<file path="src/rtl/fw_pkg.sv">
// Shared types for the forwarding/hazard scoreboard.
// One tracked in-flight write per post-decode stage.
package fw_pkg;

    localparam int FW_REG_W = 5;
    localparam int FW_ZERO_REG = 31;
    localparam int unsigned FW_SEL_NONE = '0;

    typedef struct packed {
        logic                valid;
        logic [FW_REG_W-1:0] dest;
        logic                wren;
        logic                load;
    } fw_entry_t;

    function automatic int sel_w(input int depth);
        return $clog2(depth + 1);
    endfunction

endpackage

</file>
<file path="src/rtl/fw_match.sv">
// Checks one source operand against every in-flight entry.
// Picks the youngest match and flags a load sitting at entry 0.
module fw_match
    import fw_pkg::*;
#(
    parameter  int DEPTH    = 2,
    parameter  int ZERO_REG = FW_ZERO_REG,
    localparam int SELW     = sel_w(DEPTH)
) (
    input  fw_entry_t [DEPTH-1:0]    i_ent,
    input  logic      [FW_REG_W-1:0] i_src,
    input  logic                     i_used,
    output logic      [SELW-1:0]     o_sel,
    output logic                     o_hit0_load
);

    logic [DEPTH-1:0] w_match;

    always_comb begin
        w_match = '0;
        for (int k = 0; k < DEPTH; k++) begin
            w_match[k] = i_ent[k].valid & i_ent[k].wren & i_used
                       & (i_ent[k].dest == i_src)
                       & (i_ent[k].dest != FW_REG_W'(ZERO_REG));
        end
    end

    // Scan oldest to youngest so the youngest match is written last.
    always_comb begin
        o_sel = SELW'(FW_SEL_NONE);
        for (int k = DEPTH - 1; k >= 0; k--) begin
            if (w_match[k]) o_sel = SELW'(k + 1);
        end
    end

    assign o_hit0_load = w_match[0] & i_ent[0].load;

endmodule

</file>
<file path="src/rtl/fw_scoreboard.sv">
// Forwarding select, load-use stall and stall counter for the pipeline.
// Entry 0 is the instruction one stage ahead of decode.
module fw_scoreboard
    import fw_pkg::*;
#(
    parameter  int NUM_SRC  = 2,
    parameter  int DEPTH    = 2,
    parameter  int REG_W    = FW_REG_W,
    parameter  int ZERO_REG = FW_ZERO_REG,
    parameter  int CNT_W    = 16,
    localparam int SELW     = sel_w(DEPTH)
) (
    input  logic                     clk,
    input  logic                     reset,
    input  logic                     issue_valid,
    input  logic [REG_W-1:0]         issue_dest,
    input  logic                     issue_wren,
    input  logic                     issue_load,
    input  logic                     flush,
    input  logic [NUM_SRC*REG_W-1:0] src_reg,
    input  logic [NUM_SRC-1:0]       src_used,
    output logic [NUM_SRC*SELW-1:0]  fw_sel,
    output logic                     stall,
    output logic [CNT_W-1:0]         stall_cnt
);

    if (REG_W != FW_REG_W) begin : g_bad_reg_w
        $error("REG_W must equal fw_pkg::FW_REG_W");
    end

    fw_entry_t [DEPTH-1:0] r_ent;
    logic      [CNT_W-1:0] r_cnt;
    logic    [NUM_SRC-1:0] w_hit0_load;
    logic                  w_stall;
    fw_entry_t             w_new;

    for (genvar i = 0; i < NUM_SRC; i++) begin : g_src
        fw_match #(
            .DEPTH    (DEPTH),
            .ZERO_REG (ZERO_REG)
        ) u_match (
            .i_ent       (r_ent),
            .i_src       (src_reg[i*REG_W +: REG_W]),
            .i_used      (src_used[i]),
            .o_sel       (fw_sel[i*SELW +: SELW]),
            .o_hit0_load (w_hit0_load[i])
        );
    end

    // Flush dominates: a squashed instruction never needs to wait.
    assign w_stall = issue_valid & ~flush & (|w_hit0_load);

    always_comb begin
        w_new = '0;
        if (issue_valid && !flush && !w_stall) begin
            w_new.valid = 1'b1;
            w_new.dest  = issue_dest;
            w_new.wren  = issue_wren;
            w_new.load  = issue_load;
        end
    end

    always_ff @(posedge clk) begin
        if (reset) begin
            r_ent <= '0;
            r_cnt <= '0;
        end else begin
            r_ent[0] <= w_new;
            for (int k = 1; k < DEPTH; k++) begin
                r_ent[k] <= r_ent[k-1];
            end
            if (w_stall && (r_cnt != '1)) begin
                r_cnt <= r_cnt + CNT_W'(1);
            end
        end
    end

    assign stall     = w_stall;
    assign stall_cnt = r_cnt;

endmodule

</file>
<file path="config.mk">
export PLATFORM = sky130hd
export DESIGN_NAME = fw_scoreboard
export DESIGN_NICKNAME = d
export VERILOG_FILES = /design/src/rtl/fw_pkg.sv /design/src/rtl/fw_match.sv /design/src/rtl/fw_scoreboard.sv
export SDC_FILE = /design/constraint.sdc
export NUM_CORES = 1
export LEC_CHECK = 0
export CAP_MARGIN = 0
export CORE_UTILIZATION = 50
export DETAILED_ROUTE_END_ITERATION = 7
export PLACE_DENSITY = 0.93
export SYNTH_ARGS = -nofsm -noshare
export SYNTH_HDL_FRONTEND = slang
export SYNTH_HIERARCHICAL = 1
export SYNTH_SLANG_ARGS = --single-unit
</file>
<file path="constraint.sdc">
create_clock -name clk -period 5.7 [get_ports clk]
set_input_delay 1.14 -clock clk [delete_from_list [all_inputs] [get_ports clk]]
set_output_delay 1.14 -clock clk [all_outputs]
set_load 0.02 [all_outputs]
</file>
==> results list <==
- Synth warnings: 6
- Largest net degree at the start of global routing: 29
- The tightest min-delay check is of the flip-flop to flip-flop type.
- Clock latency on the worst-skew pair, taken at its later pin, is 0.34 ns.
* Detailed-route wire length: 3.73 mm
* Category of the most critical setup path: input pin to output port
* Pwr Total: 0.382 mW
- Across the VDD grid, the largest voltage drop is 0.000137 V.
* Post-route DRC: 0
* Antenna fix cells: 0
- Final routed wire length divided by cell count: 14.0 um
* First-pass iteration count of the detailed router: 4
* Hold-critical path depth: 1
- In the final design database the tool counted 246 nets.
* Chip height: 59.0 um
- Area of the core: 3080 sq um
- Critical-path maximum fanout: 6
* Congestion Overflow GR: 0
- The area growth from synthesis to layout is 31.8%.
- The worst register-to-register path has a depth of 8.
- Achievable Freq: 224 MHz
* Switching power of the nets: 0.0951 mW
- The clock network is responsible for 32.5% of the overall power.
- First DRT Iteration DRCs: 76
- The initialized floorplan defines 20 standard-cell rows.
* Overall global routing resource usage: 23.5%
* Final-layout setup total negative slack: 0 ns
- Die ar.: 3480 sq um
* Setup Buffers After CTS: 0
- Gate count after technology mapping: 177
* H-tree levels: 2
* Synth Cell Area: 1630 sq um
- The clock net in this run drives a total of 31 sinks.
- Post-DP HPWL: 2.81 mm
- Final hold viol count: 0
* Total of buffers placed on input and output ports: 43
- During I/O placement, the number of pins put on the boundary was 44.
- Syn Area/Cell: 9.18 sq um
- Multi-input gate area in the final layout: 972 sq um
* Run status: complete, no violations
- Once detail routing completed, the nets flagged for antenna violations numbered 0.
* Wire length of the first global-routing pass: 6.01 mm
- The internal power of the cells totals 0.287 mW.
- Data arrival time of the critical path: 3.32 ns
- The share of total power dissipated in sequential elements is 58.1%.
- Combinational cells account for 9.4% of the total power.
* Count of vias placed by the detailed router: 1520
- Number of clock buffers inserted by TritonCTS: 5
* Slew at the pin with the worst max-slew slack: 0.937 ns
- Across the run, the number of max-cap violations was 0.
- For this configuration, the core starts out at a cell density of 52.8%.
- Leaving out filler cells and counting taps, the final layout contains 267.
- Cts-stage hold buffer count: 0
- Count of filler cells inserted in the layout: 246
- The number of gates resized after CTS was 0.
- Setup skew after layout: 0.0125 ns
- The post-route netlist has 9.42% of its cells at a drive strength greater than 1.
* Max Slew Vio Count: 0
* Cell Pwr Density: 178 nW/um^2
- DIE WIDTH: 59.0 um
- Measured against its own limit, the worst slew margin works out to 36.9%.
- Net switching is 24.9% of the power.
- Root Buffer Master: sky130_fd_sc_hd__clkbuf_4
- CTS max path bufs: 2
- Leakage power of the design: 0.693 nW
- Post-layout minimum cycle time: 4.46 ns
* Number of antenna violations at the first check in global routing: 0
- Data on the critical path is required at its endpoint by 4.56 ns.
- CTS tree: done
- Worst setup EP type: output port
- Clock-pin slew was measured on the worst setup and hold paths at 0.10 ns.
* Area used by sequential logic in the layout: 621 sq um
* Final clock period utilization by the worst path: 78.3%
- Number of endpoints failing setup at the final stage: 0
- Via count of the first global-routing pass: 1338
* Post-placement cell count: 259
- Core occupancy in the finished layout: 69.6%
- Synthesis produced a netlist with a net count of 201.
- Detail-routed via count per cell: 5.69
- Type of origin of the critical path: input pin
* Routability-driven placement congestion ratio: 0.896
- RSZ-0062 raised after global routing: false
## final cells by class
cell class	count	area share [%]
clock inverter	3	0.701
tap	44	2.57
clock buffer	5	1.75
inverter	3	0.526
multi-input combinational	138	45.4
timing repair buffer	43	20.1
sequential	31	29.0
## layout by cell type, fill, tap and decap left out, types with 2 or more instances in the layout
cell                              count
sky130_fd_sc_hd__nor3_1               3
sky130_fd_sc_hd__clkbuf_4             5
sky130_fd_sc_hd__or4_1                7
sky130_fd_sc_hd__and3_1               3
sky130_fd_sc_hd__a31oi_1              2
sky130_fd_sc_hd__mux2_2               3
sky130_fd_sc_hd__clkinv_2             3
sky130_fd_sc_hd__nor4_1               4
sky130_fd_sc_hd__o31ai_1              7
sky130_fd_sc_hd__nor3_2               2
sky130_fd_sc_hd__nor4b_2              2
sky130_fd_sc_hd__and2_1              10
sky130_fd_sc_hd__nand4_1             10
sky130_fd_sc_hd__inv_1                3
sky130_fd_sc_hd__xnor2_1             16
sky130_fd_sc_hd__dfxtp_1             31
sky130_fd_sc_hd__and2_0               2
sky130_fd_sc_hd__nor2_1               8
sky130_fd_sc_hd__nand2_1              3
sky130_fd_sc_hd__nand3_1             12
sky130_fd_sc_hd__a21oi_1             11
sky130_fd_sc_hd__or3_1                3
sky130_fd_sc_hd__nor2b_1             10
sky130_fd_sc_hd__o21ai_0              4
sky130_fd_sc_hd__nand2b_1             2
sky130_fd_sc_hd__clkdlybuf4s50_1     43
## per-stage QoR
stage	hold WS (ns)	area (sq um)	setup slack, ns
floorplan	0.459	1630	2.13
global placement	0.486	2090	1.30
detailed placement	0.484	2090	1.26
CTS	0.489	2140	1.24
global route	0.523	2140	1.09
finish	0.487	2140	1.24
## final timing paths
kind / end / start / slack [ns]
setup / recovery: stall / src_reg[7] / 1.24
setup reg to reg: stall_cnt[15] / r_ent[4] / 3.08
hold reg to reg: r_ent[15] / r_ent[7] / 0.49
hold / removal: r_ent[15] / r_ent[7] / 0.49
## per-layer routing
| layer | GRT usage [%] | routed length, um |
|---|---|---|
| met4 | 7.82 | 42 |
| met3 | 8.08 | 182 |
| met5 | 0 | 0 |
| met2 | 36.0 | 1780 |
| met1 | 31.1 | 1730 |
## power by group through the flow
| stage | sequential [mW] | clock [mW] | combinational (mW) |
|---|---|---|---|
| floorplan | 0.226 | 0 | 0.0157 |
| global route | 0.222 | 0.140 | 0.0386 |
| global placement | 0.227 | 0 | 0.0349 |
| CTS | 0.222 | 0.127 | 0.0361 |
| detailed placement | 0.227 | 0 | 0.0359 |
| finish | 0.222 | 0.124 | 0.0358 |
## sequential cells by signal, indices dropped and copies added, names as in the netlist
signal,cells
r_ent,15
stall_cnt,16
## worst max-delay path: stages
cell and delay [ns]:
sky130_fd_sc_hd__clkdlybuf4s50_1 0.51, sky130_fd_sc_hd__xnor2_1 0.14, sky130_fd_sc_hd__nand4_1 0.13, sky130_fd_sc_hd__nor3_2 0.27, sky130_fd_sc_hd__and2_1 0.19, sky130_fd_sc_hd__nor2_1 0.10
sky130_fd_sc_hd__nor2_1 0.19, sky130_fd_sc_hd__clkdlybuf4s50_1 0.63
Note: power is estimated with default switching activity, not from simulation.
